===== src/rtl/out_buf_drain_ctrl_if.sv =====
// Beat stream from the output-buffer drain controller toward the write-back path.
interface out_buf_drain_ctrl_if #(
    parameter int unsigned BUS_W = 32,
    parameter int unsigned CU_W  = 2,
    parameter int unsigned BT_W  = 2
);
    logic              out_valid;
    logic              out_ready;
    logic [BUS_W-1:0]  out_dat;
    logic [CU_W-1:0]   out_cu_idx;
    logic [BT_W-1:0]   out_beat_idx;
    logic              out_last;

    modport master (
        output out_valid, out_dat, out_cu_idx, out_beat_idx, out_last,
        input  out_ready
    );

    modport slave (
        input  out_valid, out_dat, out_cu_idx, out_beat_idx, out_last,
        output out_ready
    );
endinterface


===== src/rtl/out_buf_drain_ctrl.sv =====
// Sequenced reader of the compute-unit output buffers: selects each unit, captures
// its full word into a shadow register and streams it out as back-pressurable beats.
module out_buf_drain_ctrl #(
    parameter  int unsigned COMPUTE_UNIT_NUM = 4,
    parameter  int unsigned OUT_BUF_W        = 128,
    parameter  int unsigned BUS_W            = 32,
    parameter  int unsigned RD_LAT           = 1,
    localparam int unsigned BEATS            = OUT_BUF_W / BUS_W,
    localparam int unsigned CU_W             = $clog2(COMPUTE_UNIT_NUM),
    localparam int unsigned BT_W             = (BEATS > 1) ? $clog2(BEATS) : 1
) (
    input  logic                  clk_i,
    input  logic                  rst_i,
    input  logic                  drain_start_i,
    input  logic [CU_W:0]         cu_num_i,
    output logic                  busy_o,
    output logic                  done_o,
    output logic [CU_W-1:0]       com_unit_out_buf_sel_o,
    input  logic [OUT_BUF_W-1:0]  out_buf_dat_i,
    out_buf_drain_ctrl_if.master  out_bus
);

    localparam int unsigned LAT_W = 2;
    localparam logic [CU_W:0]   CU_MAX    = (CU_W+1)'(COMPUTE_UNIT_NUM);
    localparam logic [BT_W-1:0] BEAT_LAST = BT_W'(BEATS - 1);

    typedef enum logic [2:0] {IDLE, SEL, WAIT, CAP, SEND, DONE} state_t;

    state_t                state_q, state_n;
    logic [CU_W:0]         cu_num_q, cu_num_n;
    logic [CU_W-1:0]       cu_idx_q, cu_idx_n;
    logic [BT_W-1:0]       beat_q, beat_n;
    logic [LAT_W-1:0]      lat_q, lat_n;
    logic [OUT_BUF_W-1:0]  shadow_q, shadow_n;
    logic                  valid_q, valid_n;
    logic                  last_q, last_n;
    logic                  busy_n, done_n;
    logic                  cu_last_c;

    assign cu_last_c = ({1'b0, cu_idx_q} == (cu_num_q - (CU_W+1)'(1)));

    // Next-state and next-output logic
    always_comb begin
        state_n  = state_q;
        cu_num_n = cu_num_q;
        cu_idx_n = cu_idx_q;
        beat_n   = beat_q;
        lat_n    = lat_q;
        shadow_n = shadow_q;

        unique case (state_q)
            IDLE: begin
                if (drain_start_i) begin
                    cu_num_n = (cu_num_i > CU_MAX) ? CU_MAX : cu_num_i;
                    if (cu_num_i == '0) begin
                        state_n = DONE;
                    end else begin
                        cu_idx_n = '0;
                        state_n  = SEL;
                    end
                end
            end
            SEL: begin
                lat_n   = LAT_W'(RD_LAT);
                state_n = (RD_LAT == 0) ? CAP : WAIT;
            end
            WAIT: begin
                lat_n = lat_q - LAT_W'(1);
                if (lat_q <= LAT_W'(1)) begin
                    state_n = CAP;
                end
            end
            CAP: begin
                shadow_n = out_buf_dat_i;
                beat_n   = '0;
                state_n  = SEND;
            end
            SEND: begin
                // Low slice of the shadow is always the current beat; shift on accept
                if (out_bus.out_ready) begin
                    if (beat_q != BEAT_LAST) begin
                        beat_n   = beat_q + BT_W'(1);
                        shadow_n = shadow_q >> BUS_W;
                    end else if (!cu_last_c) begin
                        cu_idx_n = cu_idx_q + CU_W'(1);
                        state_n  = SEL;
                    end else begin
                        state_n = DONE;
                    end
                end
            end
            DONE: begin
                state_n = IDLE;
            end
            default: begin
                state_n = IDLE;
            end
        endcase

        busy_n  = (state_n == SEL) || (state_n == WAIT) || (state_n == CAP) || (state_n == SEND);
        done_n  = (state_n == DONE);
        valid_n = (state_n == SEND);
        last_n  = valid_n && (beat_n == BEAT_LAST) &&
                  ({1'b0, cu_idx_n} == (cu_num_n - (CU_W+1)'(1)));
    end

    always_ff @(posedge clk_i or negedge rst_i) begin
        if (!rst_i) begin
            state_q  <= IDLE;
            cu_num_q <= '0;
            cu_idx_q <= '0;
            beat_q   <= '0;
            lat_q    <= '0;
            shadow_q <= '0;
            valid_q  <= 1'b0;
            last_q   <= 1'b0;
            busy_o   <= 1'b0;
            done_o   <= 1'b0;
        end else begin
            state_q  <= state_n;
            cu_num_q <= cu_num_n;
            cu_idx_q <= cu_idx_n;
            beat_q   <= beat_n;
            lat_q    <= lat_n;
            shadow_q <= shadow_n;
            valid_q  <= valid_n;
            last_q   <= last_n;
            busy_o   <= busy_n;
            done_o   <= done_n;
        end
    end

    assign com_unit_out_buf_sel_o = cu_idx_q;
    assign out_bus.out_valid      = valid_q;
    assign out_bus.out_dat        = shadow_q[BUS_W-1:0];
    assign out_bus.out_cu_idx     = cu_idx_q;
    assign out_bus.out_beat_idx   = beat_q;
    assign out_bus.out_last       = last_q;

endmodule


===== src/flat_wrapper.sv =====
// flat-port wrapper written by rule: the top's interface ports become plain ports
module out_buf_drain_ctrl_flat 
#(
    parameter  int unsigned COMPUTE_UNIT_NUM = 4,
    parameter  int unsigned OUT_BUF_W        = 128,
    parameter  int unsigned BUS_W            = 32,
    parameter  int unsigned RD_LAT           = 1,
    localparam int unsigned BEATS            = OUT_BUF_W / BUS_W,
    localparam int unsigned CU_W             = $clog2(COMPUTE_UNIT_NUM),
    localparam int unsigned BT_W             = (BEATS > 1) ? $clog2(BEATS) : 1
)
  (clk_i, rst_i, drain_start_i, cu_num_i, busy_o, done_o, com_unit_out_buf_sel_o, out_buf_dat_i, out_bus_out_valid, out_bus_out_dat, out_bus_out_cu_idx, out_bus_out_beat_idx, out_bus_out_last, out_bus_out_ready);
  out_buf_drain_ctrl_if #(.BUS_W(BUS_W), .CU_W((2)), .BT_W((2))) out_bus_i ();
  input  logic clk_i;
  input  logic rst_i;
  input  logic drain_start_i;
  input  logic [CU_W:0] cu_num_i;
  output logic busy_o;
  output logic done_o;
  output logic [CU_W-1:0] com_unit_out_buf_sel_o;
  input  logic [OUT_BUF_W-1:0] out_buf_dat_i;
  output wire logic [$bits(out_bus_i.out_valid)-1:0] out_bus_out_valid;
  output wire logic [$bits(out_bus_i.out_dat)-1:0] out_bus_out_dat;
  output wire logic [$bits(out_bus_i.out_cu_idx)-1:0] out_bus_out_cu_idx;
  output wire logic [$bits(out_bus_i.out_beat_idx)-1:0] out_bus_out_beat_idx;
  output wire logic [$bits(out_bus_i.out_last)-1:0] out_bus_out_last;
  input wire logic [$bits(out_bus_i.out_ready)-1:0] out_bus_out_ready;
  assign out_bus_out_valid = out_bus_i.out_valid;
  assign out_bus_out_dat = out_bus_i.out_dat;
  assign out_bus_out_cu_idx = out_bus_i.out_cu_idx;
  assign out_bus_out_beat_idx = out_bus_i.out_beat_idx;
  assign out_bus_out_last = out_bus_i.out_last;
  assign out_bus_i.out_ready = out_bus_out_ready;
  out_buf_drain_ctrl #(.COMPUTE_UNIT_NUM(COMPUTE_UNIT_NUM), .OUT_BUF_W(OUT_BUF_W), .BUS_W(BUS_W), .RD_LAT(RD_LAT)) u_core (.clk_i(clk_i), .rst_i(rst_i), .drain_start_i(drain_start_i), .cu_num_i(cu_num_i), .busy_o(busy_o), .done_o(done_o), .com_unit_out_buf_sel_o(com_unit_out_buf_sel_o), .out_buf_dat_i(out_buf_dat_i), .out_bus(out_bus_i));
endmodule

===== config.mk =====
export PLATFORM = sky130hd
export DESIGN_NAME = out_buf_drain_ctrl_flat
export DESIGN_NICKNAME = d
export VERILOG_FILES = /design/src/rtl/out_buf_drain_ctrl_if.sv /design/src/rtl/out_buf_drain_ctrl.sv /design/src/flat_wrapper.sv
export SDC_FILE = /design/constraint.sdc
export NUM_CORES = 1
export LEC_CHECK = 0
export ABC_AREA = 1
export CAP_MARGIN = 15
export CORE_MARGIN = 5
export CORE_UTILIZATION = 42
export CTS_BUF_LIST = sky130_fd_sc_hd__clkbuf_8
export DETAILED_ROUTE_END_ITERATION = 8
export GPL_TIMING_DRIVEN = 0
export PLACE_DENSITY = 0.68
export RECOVER_POWER = 100
export SETUP_SLACK_MARGIN = 0.1
export SKIP_CTS_REPAIR_TIMING = 1
export SLEW_MARGIN = 20
export SYNTH_ARGS = -nofsm -noshare
export SYNTH_HDL_FRONTEND = slang
export SYNTH_SLANG_ARGS = --single-unit

===== constraint.sdc =====
create_clock -name clk_i -period 4.5 [get_ports clk_i]
set_clock_uncertainty 0.1 [all_clocks]
set_input_delay 0.9 -clock clk_i [delete_from_list [all_inputs] [get_ports clk_i]]
set_output_delay 0.9 -clock clk_i [all_outputs]
set_load 0.05 [all_outputs]

==> summary.md <==
| Metric | Value |
|---|---|
| Status | `finished, violations left` |
| Failing checks | `capacitance limit, slew limit` |
| Antenna-violating nets left | `0` |
| Peak VDD IR | `approximately 0.00035 V` |
| All-Layer GR Usage | `0.2040` |
| Final Non-Filler Cells | `1236` |
| Vias | `roughly 6000` |
| Initial drt markers | `364` |
| Synth Cell Area | `0.006685 mm^2` |
| Vias in the first global route | `5780` |
| Logic pwr share | `0.468` |
| CTS Root Cell | `clkbuf_8` |
| Slew @ Worst Pin | `1.792 ns` |
| Hold Fails Final Rpt | `0` |
| GPL Wtd Cong | `0.8376` |
| Post-layout minimum cycle time | `roughly 3.5 ns` |
| Sw Ratio | `0.4172` |
| Layout area overhead | `36.14%` |
| Slew Viols, Final | `74` |
| Worst slack at placement | `roughly 1.5 ns` |
| Die W | `approximately 140 um` |
| Tcrit/Tclk final | `0.7798` |
| Most common cell after layout, fill and taps aside | `nand2_1` |
| Fin nets | `1145` |
| Routed wire length | `18.47 mm` |
| Layout cell share with drive strength beyond 1 | `0.08529` |
| CTS buffer count | `17` |
| Max Freq | `0.2850 GHz` |
| Initial antenna violation count | `0` |
| Crit path max fanout | `10` |
| Flip-flop and latch count after synthesis | `between 100 and 150` |
| Crit path kind | `in -> reg` |
| Rows | `46` |
| Die Area | `0.01854 mm^2` |
| Most frequent cells in the layout | `nand2_1 (223), dfrtp_1 (144), clkdlybuf4s50_1 (131), nor2_1 (105), o21ai_0 (72)` |
| Grt ovf | `0` |
| Leakage | `0.003998 uW` |
| Fillers | `1491` |
| Register area share after synthesis | `0.5390` |
| Overall Power | `6126 uW` |
| Clk slew on worst S/H paths | `0.08 ns` |
| # IOs | `177` |
| IO Port Bufs | `176` |
| Drt wl/cell | `14.95 um` |
| Worst Setup Start Kind | `input pin` |
| RSZ-0062 raised after global routing | `false` |
| Bufs on Longest Clock Path | `2` |
| Critical path endpoint category | `flip-flop` |
| Int Power | `3570 uW` |
| CTS tree | `built` |
| Clock latency at the later pin of the worst-skew pair | `approximately 0.45 ns` |
| NetSw | `2556 uW` |
| Global-route wire length before repair | `29.64 mm` |
| Area of the multi-input gates | `between 0.002 and 0.0025 mm^2` |
| Synth warn | `0` |
| Detailed placement HPWL | `14.08 mm` |
| FF+latch area | `between 0.003 and 0.004 mm^2` |
| Die Y-Extent | `~140 um` |
| Drc violations | `0` |
| Part of the power in the clock network | `0.172` |
| WP data arrival | `between 3 and 4 ns` |
| Crit path required time | `approximately 4.8 ns` |
| Area of the core | `0.01577 mm^2` |
| Via density | `4.744` |
| Final worst slack | `0.9911 ns` |
| Initial Util | `0.4239` |
| Relative slew margins | `-0.1945` |
| Mapped Nets | `approximately 950` |
| First-pass detailed-route iteration total | `5` |
| Flop pwr share | `0.360` |
| Total of max-cap violations | `1` |
| H-tree depth | `4` |
| HP Class | `in -> async` |
| Placed Instances | `roughly 1200` |
| Syn Area/Cell | `8.243 um^2` |
| Setup TNS | `0 ns` |
| Post-synth cell types | `23` |
| Sink Count | `144` |
| PD cells | `673.1 mW/mm^2` |
| Mapped Cells | `811` |
| Largest net degree at the start of global routing | `74` |
| Final setup viols | `0` |
| ANT cells | `0` |
cell usage after synthesis:
cell type / count / area share
a21oi_1: 37 / 0.028
a31oi_1: 63 / 0.059
buf_1: 2 / 0.0011
buf_2: 26 / 0.019
buf_4: 38 / 0.043
buf_6: 4 / 0.0067
clkbuf_1: 12 / 0.0067
dfrtp_1: 144 / 0.54
ha_1: 3 / 0.0056
inv_1: 57 / 0.032
inv_2: 2 / 0.0011
nand2_1: 223 / 0.13
nand3_1: 12 / 0.0090
nand4_1: 1 / 0.00094
nor2_1: 104 / 0.058
nor2_2: 2 / 0.0019
nor3_1: 2 / 0.0015
o211ai_1: 3 / 0.0034
o21ai_0: 71 / 0.053
o21ai_2: 1 / 0.0013
o22ai_1: 2 / 0.0019
or2_2: 1 / 0.00094
xnor2_1: 1 / 0.0013
critical path, stage by stage:
cell           delay [ns]
dlygate4sd3_1        0.64
nand2_1              0.07
o21ai_0              0.93
clkbuf_1             0.54
clkbuf_1             0.43
nor2_1               0.09
a31oi_1              0.16
routing by layer:
metal / vias up / GRT usage / wire [um]
met5: - / 0 / 0
li1: 2983 / - / -
met3: 23 / 0.04404 / 983
met2: 124 / 0.3261 / 8904
met4: 0 / 0.06383 / 283
met1: 2733 / 0.2785 / 8302
cell families after synthesis:
logic type               count (synthesis)  synth area share
AO/OA/AOI/OAI                          177            0.1464
XOR/XNOR                                 1          0.001310
adder cells (fa/ha/maj)                  3          0.005615
buffers and inverters                  141            0.1099
flip-flops                             144            0.5390
AND/OR/NAND/NOR                        345            0.1978
stage by stage:
step / hold WS (ns) / util / instance area [um^2]
CTS: 0.3167 / 0.5809 / 9161
floorplan: 0.3461 / - / 6685
global placement: 0.3624 / 0.5528 / 8717
global route: 0.3225 / 0.5771 / 9101
finish: 0.3049 / 0.5771 / 9101
detailed placement: 0.3716 / 0.5548 / 8750
power by group through the flow:
stage	clock network [uW]	registers (uW)	logic, uW
after floorplan	0	2200	2080
after global placement	0	2210	2930
after detailed placement	0	2230	2980
after CTS	1070	2200	3000
after global routing	1130	2270	3190
final	1060	2200	2870
state kept, by name, summed over array words and instances, names as in the netlist:
| signal | count |
|---|---|
| u_core.shadow_q | 128 |
| u_core.out_bus.out_last | 1 |
| u_core.out_bus.out_valid | 1 |
| u_core.out_bus.out_beat_idx | 2 |
| u_core.cu_num_q | 3 |
| u_core.busy_o | 1 |
| u_core.state_q | 3 |
| u_core.lat_q | 2 |
| u_core.done_o | 1 |
| u_core.com_unit_out_buf_sel_o | 2 |
final timing paths:
check                             startpoint                   to  slack [ns]  cells after the start
min in group clk_i           u_core.lat_q[0]      u_core.lat_q[0]        0.38                      1
max in group asynchronous              rst_i  u_core.shadow_q[56]        1.85                      2
hold / removal                         rst_i   u_core.cu_num_q[2]        0.30                      1
hold reg to reg              u_core.lat_q[0]      u_core.lat_q[0]        0.38                      1
setup / recovery           out_bus_out_ready  u_core.shadow_q[59]        0.99                      7
setup reg to reg           u_core.state_q[0]  u_core.shadow_q[59]        1.46                      7
layout make-up:
cell class,count,share of cell area
repair buffers,177,0.1947
clock inverters,11,0.01347
flip-flops and latches,144,0.3959
well taps,216,0.02969
multi-input cells,526,0.2572
plain buffers,82,0.05293
clock buffers,21,0.03176
inverters,59,0.02433
(Power assumes the default switching activity.)
